`src/rtl/cmdq_pkg.sv`:
```
// Shared types for the command queue: command word, opcodes, FSM states, field slices.
// Latency: n/a (types only). Backpressure: n/a.
package cmdq_pkg;

    typedef logic [11:0] cmd_t;

    typedef enum logic [2:0] {
        OP_CAS = 3'b111
    } opcode_t;

    typedef enum logic [1:0] {
        ST_IDLE  = 2'd0,
        ST_ISSUE = 2'd1,
        ST_WAIT  = 2'd2,
        ST_ERROR = 2'd3
    } cmdq_state_t;

    localparam int OPC_MSB   = 11;
    localparam int OPC_LSB   = 9;
    localparam int ADDR1_MSB = 8;
    localparam int ADDR1_LSB = 6;
    localparam int ADDR2_MSB = 5;
    localparam int ADDR2_LSB = 3;
    localparam int ADDR3_MSB = 2;
    localparam int ADDR3_LSB = 0;

endpackage

```
`src/rtl/cmdq_fifo.sv`:
```
// Command storage: circular buffer with wrap-bit pointers and derived occupancy.
// Latency: a push is visible in count/head the cycle after it is accepted.
// Backpressure: push_ready low only when full (independent of pop); flush beats push.
module cmdq_fifo
    import cmdq_pkg::*;
#(
    parameter int DEPTH = 8
) (
    input  logic                     clk,
    input  logic                     rst_n,
    input  logic                     push_en,
    input  cmd_t                     push_cmd,
    input  logic                     pop,
    input  logic                     flush,
    output cmd_t                     head,
    output logic                     push_ready,
    output logic [$clog2(DEPTH):0]   count
);

    localparam int AW = $clog2(DEPTH);
    localparam logic [AW:0] PTR_ONE = 1;

    logic [AW:0] wr_ptr;
    logic [AW:0] rd_ptr;
    cmd_t        mem [DEPTH];
    logic        full;
    logic        do_push;
    logic        do_pop;

    // Same slot address with opposite wrap bits means the writer lapped the reader.
    assign full       = (wr_ptr[AW-1:0] == rd_ptr[AW-1:0]) && (wr_ptr[AW] != rd_ptr[AW]);
    assign push_ready = !full;
    assign count      = wr_ptr - rd_ptr;
    assign head       = mem[rd_ptr[AW-1:0]];
    assign do_push    = push_en && !full && !flush;
    assign do_pop     = pop && (count != '0) && !flush;

    always_ff @(posedge clk or negedge rst_n) begin
        if (!rst_n) begin
            wr_ptr <= '0;
            rd_ptr <= '0;
        end else if (flush) begin
            wr_ptr <= '0;
            rd_ptr <= '0;
        end else begin
            if (do_push) wr_ptr <= wr_ptr + PTR_ONE;
            if (do_pop)  rd_ptr <= rd_ptr + PTR_ONE;
        end
    end

    always_ff @(posedge clk) begin
        if (do_push) mem[wr_ptr[AW-1:0]] <= push_cmd;
    end

endmodule

```
`src/rtl/command_queue.sv`:
```
// Command queue feeding a controller: FIFO + issue FSM with WAIT timeout and sticky error. Optional CMDQ_STATS_EN adds issue/timeout counters.
// Latency: IDLE with work -> syscall next cycle; back-to-back syscalls at least 3 cycles apart.
// Backpressure: push_ready low when full; issue throttled by controller done and by ERROR until err_clr.
module command_queue
    import cmdq_pkg::*;
#(
    parameter int DEPTH   = 8,
    parameter int TIMEOUT = 255
) (
    input  logic                     clk,
    input  logic                     rst_n,
    input  logic                     push_valid,
    input  logic [11:0]              push_cmd,
    output logic                     push_ready,
    input  logic                     run,
    input  logic                     flush,
    input  logic                     err_clr,
    input  logic                     done,
    output logic [11:0]              command,
    output logic                     syscall,
    output logic                     busy,
    output logic [$clog2(DEPTH):0]   count,
    output logic                     error
`ifdef CMDQ_STATS_EN
    ,
    output logic [15:0]              issued_cnt,
    output logic [7:0]               timeout_cnt
`endif
);

    localparam logic [15:0] TIMEOUT_VAL = 16'(TIMEOUT);

    cmdq_state_t state;
    cmdq_state_t state_nxt;
    cmd_t        head;
    logic        pop;
    logic [15:0] timer;

    cmdq_fifo #(.DEPTH(DEPTH)) u_fifo (
        .clk        (clk),
        .rst_n      (rst_n),
        .push_en    (push_valid),
        .push_cmd   (push_cmd),
        .pop        (pop),
        .flush      (flush),
        .head       (head),
        .push_ready (push_ready),
        .count      (count)
    );

    always_ff @(posedge clk or negedge rst_n) begin
        if (!rst_n) state <= ST_IDLE;
        else        state <= state_nxt;
    end

    always_comb begin
        state_nxt = state;
        case (state)
            ST_IDLE:  if (run && (count != '0)) state_nxt = ST_ISSUE;
            ST_ISSUE: state_nxt = ST_WAIT;
            // done takes priority over a timeout landing on the same cycle.
            ST_WAIT: begin
                if (done)                      state_nxt = ST_IDLE;
                else if (timer == TIMEOUT_VAL) state_nxt = ST_ERROR;
            end
            ST_ERROR: if (err_clr) state_nxt = ST_IDLE;
            default:  state_nxt = ST_IDLE;
        endcase
    end

    always_comb begin
        syscall = 1'b0;
        busy    = 1'b0;
        error   = 1'b0;
        case (state)
            ST_ISSUE: begin syscall = 1'b1; busy = 1'b1; end
            ST_WAIT:  busy  = 1'b1;
            ST_ERROR: error = 1'b1;
            default:  ;
        endcase
    end

    assign pop = (state == ST_IDLE) && (state_nxt == ST_ISSUE);

    // command is only reloaded on a pop, so it stays stable through WAIT.
    always_ff @(posedge clk or negedge rst_n) begin
        if (!rst_n)   command <= 12'h000;
        else if (pop) command <= head;
    end

    always_ff @(posedge clk or negedge rst_n) begin
        if (!rst_n)                 timer <= '0;
        else if (state == ST_ISSUE) timer <= 16'd1;
        else if (state == ST_WAIT)  timer <= timer + 16'd1;
        else                        timer <= '0;
    end

`ifdef CMDQ_STATS_EN
    always_ff @(posedge clk or negedge rst_n) begin
        if (!rst_n) begin
            issued_cnt  <= '0;
            timeout_cnt <= '0;
        end else begin
            if (state == ST_ISSUE) issued_cnt <= issued_cnt + 16'd1;
            if (state == ST_WAIT && state_nxt == ST_ERROR && timeout_cnt != 8'hFF)
                timeout_cnt <= timeout_cnt + 8'd1;
        end
    end
`endif

endmodule

```
`config.mk`:
```
export PLATFORM = sky130hd
export DESIGN_NAME = command_queue
export DESIGN_NICKNAME = d
export VERILOG_FILES = /design/src/rtl/cmdq_pkg.sv /design/src/rtl/cmdq_fifo.sv /design/src/rtl/command_queue.sv
export SDC_FILE = /design/constraint.sdc
export NUM_CORES = 1
export LEC_CHECK = 0
export ABC_AREA = 0
export BUFFER_PORTS_ARGS = -buffer_cell sky130_fd_sc_hd__buf_2
export CAP_MARGIN = 0
export CORE_ASPECT_RATIO = 0.5
export CORE_MARGIN = 2
export CORE_UTILIZATION = 54
export DETAILED_ROUTE_END_ITERATION = 16
export PLACE_DENSITY = 0.78
export SKIP_CTS_REPAIR_TIMING = 1
export SLEW_MARGIN = 20
export SYNTH_ARGS = -nofsm -noshare
export SYNTH_HDL_FRONTEND = slang
export SYNTH_SLANG_ARGS = --single-unit
```
`constraint.sdc`:
```
create_clock -name clk -period 2.9 [get_ports clk]
set_input_delay 0.58 -clock clk [delete_from_list [all_inputs] [get_ports clk]]
set_output_delay 0.58 -clock clk [all_outputs]
set_load 0.02 [all_outputs]
```
Word level (Yosys, flattened, before mapping) --
Memories as Yosys holds them, arrays and structs flattened. A register that Yosys moved wholly into a read port is not among the register bits. Cells that the tools add are included.
Word-level totals: register bits 26, latch bits 0, RAM bits 96, bits in read-only memories 0, bits of input ports 19, output and inout port bits 20, logic and storage cells 47, memories 1
Memory list:
- u_fifo.mem | depth 8, bits a word 12, read ports 1, clocked after memory_dff 1, write ports 1, RTL line cmdq_fifo.sv:25 | cmd_t mem [DEPTH];
Cells by class: add/subtract/negate cells 4, multipliers 0, div/mod/pow operators 0, order comparisons 0, equality and inequality tests 7, shift operators 0, mux-type cells 16, bitwise logic cells 0, reductions and logical operators 15
Operators by type and width (count):
- $mux W16 | 2
- $add A16 B1 Y16 const B | 1
- $eq A16 B8 Y1 const B | 1
- $mux W4 | 4
- $add A4 B1 Y4 const B | 2
- $mux W2 | 4
- $pmux W2 S4 | 1
- $logic_and A1 B1 Y1 | 7
- $mux W1 | 5
- $eq A2 B1 Y1 const B | 2
- $eq A2 B2 Y1 const B | 2
- $reduce_bool A2 Y1 | 2
- $reduce_bool A4 Y1 | 1
- $sub A4 B4 Y4 | 1
- $eq A3 B3 Y1 | 1
- $logic_not A1 Y1 | 3
- $logic_not A2 Y1 | 1
- $reduce_or A2 Y1 | 1
- $ne A1 B1 Y1 | 1

Longest topological paths before layout --
word-level depth 11, mapped depth 9, depth with buffers taken out 8

By module --
Synthesis repeated with hierarchy kept, for this count alone.
Unflattened totals: cells, all modules 366, area total of the unflattened synthesis 5705.5 um2
Modules (own cells, without submodules):
- cmdq_fifo | instances 1, cells an instance 239, area each 4260.3 um2, seq. area each 3083.0 um2
- command_queue | instances 1, cells an instance 127, area each 1445.1 um2, seq. area each 750.7 um2

Worst setup path after synthesis --
OpenSTA, ideal clock, no wires.
kind reg2reg, start reg u_fifo.rd_ptr[1], end mem u_fifo.mem[1][0] in the netlist's numbering (enable), setup time 0.396 ns, arrival 2.756 ns, required time 2.504 ns, slack -0.253 ns, stages on the path, launching flop included 9, period minus slack after synthesis 3.153 ns, cells stage by stage dfrtp_1 -> clkbuf_1 -> inv_1 -> clkbuf_1 -> ha_1 -> nand3_1 -> o21ai_1 -> or3_1 -> nor3_1
Between the ends: longest elaborated chain between the ends 7
Ends and longest elaborated chain:
- from (decl) | RTL line cmdq_fifo.sv:24 | logic [AW:0] rd_ptr;
- from (signal assigned) | RTL line cmdq_fifo.sv:47 | if (do_pop) rd_ptr <= rd_ptr + PTR_ONE;
- $eq A3 B3 Y1 | RTL line cmdq_fifo.sv:31 | assign full = (wr_ptr[AW-1:0] == rd_ptr[AW-1:0]) && (wr_ptr[AW] != rd_ptr[AW]);
- $logic_and A1 B1 Y1 | RTL line cmdq_fifo.sv:31
- $logic_not A1 Y1 | RTL line cmdq_fifo.sv:35 | assign do_push = push_en && !full && !flush;
- $logic_and A1 B1 Y1 (2 in a row) | RTL line cmdq_fifo.sv:35
- $mux W1 | RTL line cmdq_fifo.sv:52 | if (do_push) mem[wr_ptr[AW-1:0]] <= push_cmd;
- $mux W1 (not written as such) | RTL line cmdq_fifo.sv:52
- to (decl) | RTL line cmdq_fifo.sv:25
No other way between the ends.

Final worst setup path --
start reg u_fifo.wr_ptr[2], end out count[3]
Between the ends: longest elaborated chain between the ends 1
Ends and longest elaborated chain:
- from (decl) | RTL line cmdq_fifo.sv:23 | logic [AW:0] wr_ptr;
- from (signal assigned) | RTL line cmdq_fifo.sv:46 | if (do_push) wr_ptr <= wr_ptr + PTR_ONE;
- $sub A4 B4 Y4 | RTL line cmdq_fifo.sv:33 | assign count = wr_ptr - rd_ptr;
- to (decl) | RTL line command_queue.sv:22 | output logic [$clog2(DEPTH):0] count,
No other way between the ends.

==> results_dict.tcl <==
set metrics [dict create \
    status "complete, no violations" \
    grt_usage 0.212 \
    critPathSlowestCell "dfrtp_1" \
    finalSetupTns_ns 0 \
    r2r_start "u_fifo.wr_ptr[0]" \
    clockBufferDepth 2 \
    ys_types 56 \
    core_area_um2 10400 \
    crit_top_cell "a21oi_1" \
    skew_ns 0.00770 \
    cts_tree "done" \
    crit_path_max_incr_delay_ns 0.50 \
    grt_max_degree 39 \
    firstDrtPassIters 4 \
    fin_util 0.662 \
    clk_latency_ns 0.42 \
    rsz0062_at_grt "false" \
    critPathArrivalTime_ns 2.22 \
    dp_hpwl_mm 6.97 \
    crit_end "count[3]" \
    p_leak_nw 2.56 \
    path_buf_inv 1 \
    path_delay_family "flip-flops" \
    min_path_type "input port to async pin" \
    nets 479 \
    clk_pin_slew_ns 0.06 \
    seq_area_frac_synth 0.649 \
    via_per_inst 5.77 \
    clock-root-buffer "clkbuf_16" \
    ios 39 \
    numClockSinks 134 \
    syn_nets 419 \
    path_class "register to output port" \
    synth-edff-count 96 \
    initialDrtViolationCount 241 \
    wirelength_mm 11.6 \
    p_per_area_nw_per_um2 874 \
    finalMaxSlewViolations 0 \
    grt_pass1_vias 3513 \
    cts_max_level 4 \
    postRouteAntennaNets 0 \
    fp-row-count 26 \
    fill_cells 707 \
    drv_cap 0 \
    fmax_ghz 0.358 \
    wire_per_inst_um 19.3 \
    globalplace.congestion 0.747 \
    crit_fanout 8 \
    async_reset_ff_frac 0.284 \
    worstSetupStartpoint "u_fifo.wr_ptr[2]" \
    overflow 0 \
    worst_slew_pin_slew_ns 0.889 \
    grt_pass1_wl_mm 18.8 \
    dieHeight_um 77.9 \
    final_cell_count_no_fill 602 \
    fin_crit_sh 0.964 \
    drc_errors 0 \
    die_area_um2 11800 \
    ir_drop_mv 0.423 \
    ys_warn_count 0 \
    io_buffers 38 \
    drive_above_1_share 0.281 \
    hold_viol 0 \
    relSlewSlack 0.407 \
    crit_path_end_kind "output port" \
    start_util 0.567 \
    avgSynthCellArea_um2 15.2 \
    syn_inst 389 \
    rr_worst_depth 9 \
    reg2reg_to "command[3]" \
    syn_to_final_growth_pct 16.7 \
    cp.depth 5 \
    vias 3474 \
    final-setup-viol-count 0 \
    antenna_found_initial 0 \
    rrSetupSlack_ns 0.34 \
    period_needed_ns 2.80 \
    critPathLaunchType "register" \
    synth.cell_area_um2 5900 \
    cts_buffers 17 \
    n_antenna_cell 0 \
    ys.flop_type "edfxtp_1" \
    power_mw 6.02 \
    crit_chain "ha_1 > a21oi_1 > a21oi_1 > nor2_1 > buf_2" \
    ys_ff_latch 134 \
    dp.cells 568 \
    critPathRequiredTime_ns 2.32 \
    dieWidth_um 152 \
]
-- report_power, final --
| part | switching (mW) | internal, mW | total [mW] |
|---|---|---|---|
| registers | 0.103 | 2.21 | 2.31 |
| clock network | 0.786 | 1.23 | 2.01 |
| logic | 0.951 | 0.750 | 1.70 |
-- worst register-to-register path, cell delays in order (launching register included) --
cell     delay (ns)
dfrtp_1        0.40
inv_1          0.11
ha_1           0.19
inv_1          0.06
fa_1           0.38
xor2_1         0.30
o21ai_1        0.19
a31oi_4        0.16
buf_4          0.29
mux2_2         0.38
-- through the flow --
stage / cell area, um^2 / hold slack (ns) / setup WS, ns
after CTS: 6870 / 0.323 / 0.0743
after global placement: 6310 / 0.501 / 0.477
after global routing: 6890 / 0.363 / 0.00726
after detailed placement: 6310 / 0.490 / 0.395
after floorplan: 5910 / 0.284 / 0.0667
final: 6890 / 0.281 / 0.105
-- final cells by class --
| class | count | area [um^2] | share of cell area |
|---|---|---|---|
| flip-flops and latches | 134 | 3830 | 0.557 |
| multi-input cells | 228 | 1950 | 0.283 |
| clock buffers | 21 | 460 | 0.0668 |
| repair buffers | 55 | 318 | 0.0461 |
| well taps | 140 | 175 | 0.0254 |
| clock inverters | 11 | 104 | 0.0151 |
| inverters | 13 | 48.8 | 0.00708 |
-- per-layer routing --
layer	global-route usage	part of all wire	vias up
met5	0	0	-
met4	0.0710	0.014	0
li1	-	-	1607
met1	0.283	0.43	1733
met2	0.340	0.49	118
met3	0.0598	0.068	16
-- flip-flops by register name, summed over array words and instances, names as in the netlist --
| signal | count |
|---|---|
| u_fifo.wr_ptr | 4 |
| command | 12 |
| u_fifo.rd_ptr | 4 |
| timer | 16 |
| state | 2 |
| u_fifo.mem | 96 |
-- cell usage after synthesis (all sizes together), types with 2 or more instances --
master	number	area, um^2
xnor2	5	51.3
ha	10	125
a21oi	5	25.0
buf	7	56.3
nand4	3	18.8
or4	2	15.0
dfrtp	38	951
nor4	4	25.0
nand2	11	41.3
clkbuf	7	26.3
nor2	60	225
o211ai	8	60.1
a21o	2	15.0
mux4	24	541
nand2b	6	37.5
o2111ai	2	17.5
o21ai	6	30.0
nor3	6	41.3
nand3	8	40.0
and2	2	12.5
xor2	9	78.8
and3	4	25.0
or3	5	31.3
inv	13	48.8
nor3b	2	15.0
o41ai	2	17.5
nor2b	7	43.8
edfxtp	96	2880
or4b	3	30.0
mux2	12	173
-- worst min-delay path by stage --
stage                          start         end  slack (ns)  cells past startpoint
after detailed placement  command[7]  command[7]        0.49                      1
after global placement    command[4]  command[4]        0.50                      1
final                          rst_n   timer[12]        0.28                      1
after global routing           rst_n   timer[12]        0.36                      1
after floorplan                rst_n  command[0]        0.28                      0
after CTS                      rst_n   timer[14]        0.32                      1
-- placed cells by master, fill, tap and decap left out, types with 3 or more instances in the layout --
cell type,n
buf_4,17
clkinv_4,4
inv_1,13
o21ai_1,4
or3_1,5
nor2b_1,7
xnor2_1,4
o211ai_1,8
xor2_1,9
and3_1,4
a21oi_1,5
mux4_2,24
dfrtp_1,37
ha_1,10
nor4_1,4
nand3_1,8
nor3_1,3
buf_2,38
edfxtp_1,96
nor2_1,60
nand2_1,11
nand4_1,3
or4b_1,3
clkbuf_16,17
nand2b_1,6
clkinv_2,3
mux2_4,10
-- cells by family (layout without fill, tap and decap cells) --
kind of cell             after synthesis  in the layout  synth area share
AND/OR/NAND/NOR                      129            129             0.110
multiplexers                          37             37             0.122
AO/OA/AOI/OAI                         37             37            0.0492
buffers and inverters                 27            100            0.0223
XOR/XNOR                              14             14            0.0220
flip-flops                           134            134             0.649
adder cells (fa/ha/maj)               11             11            0.0246
Power figures use the tool's default switching activity.
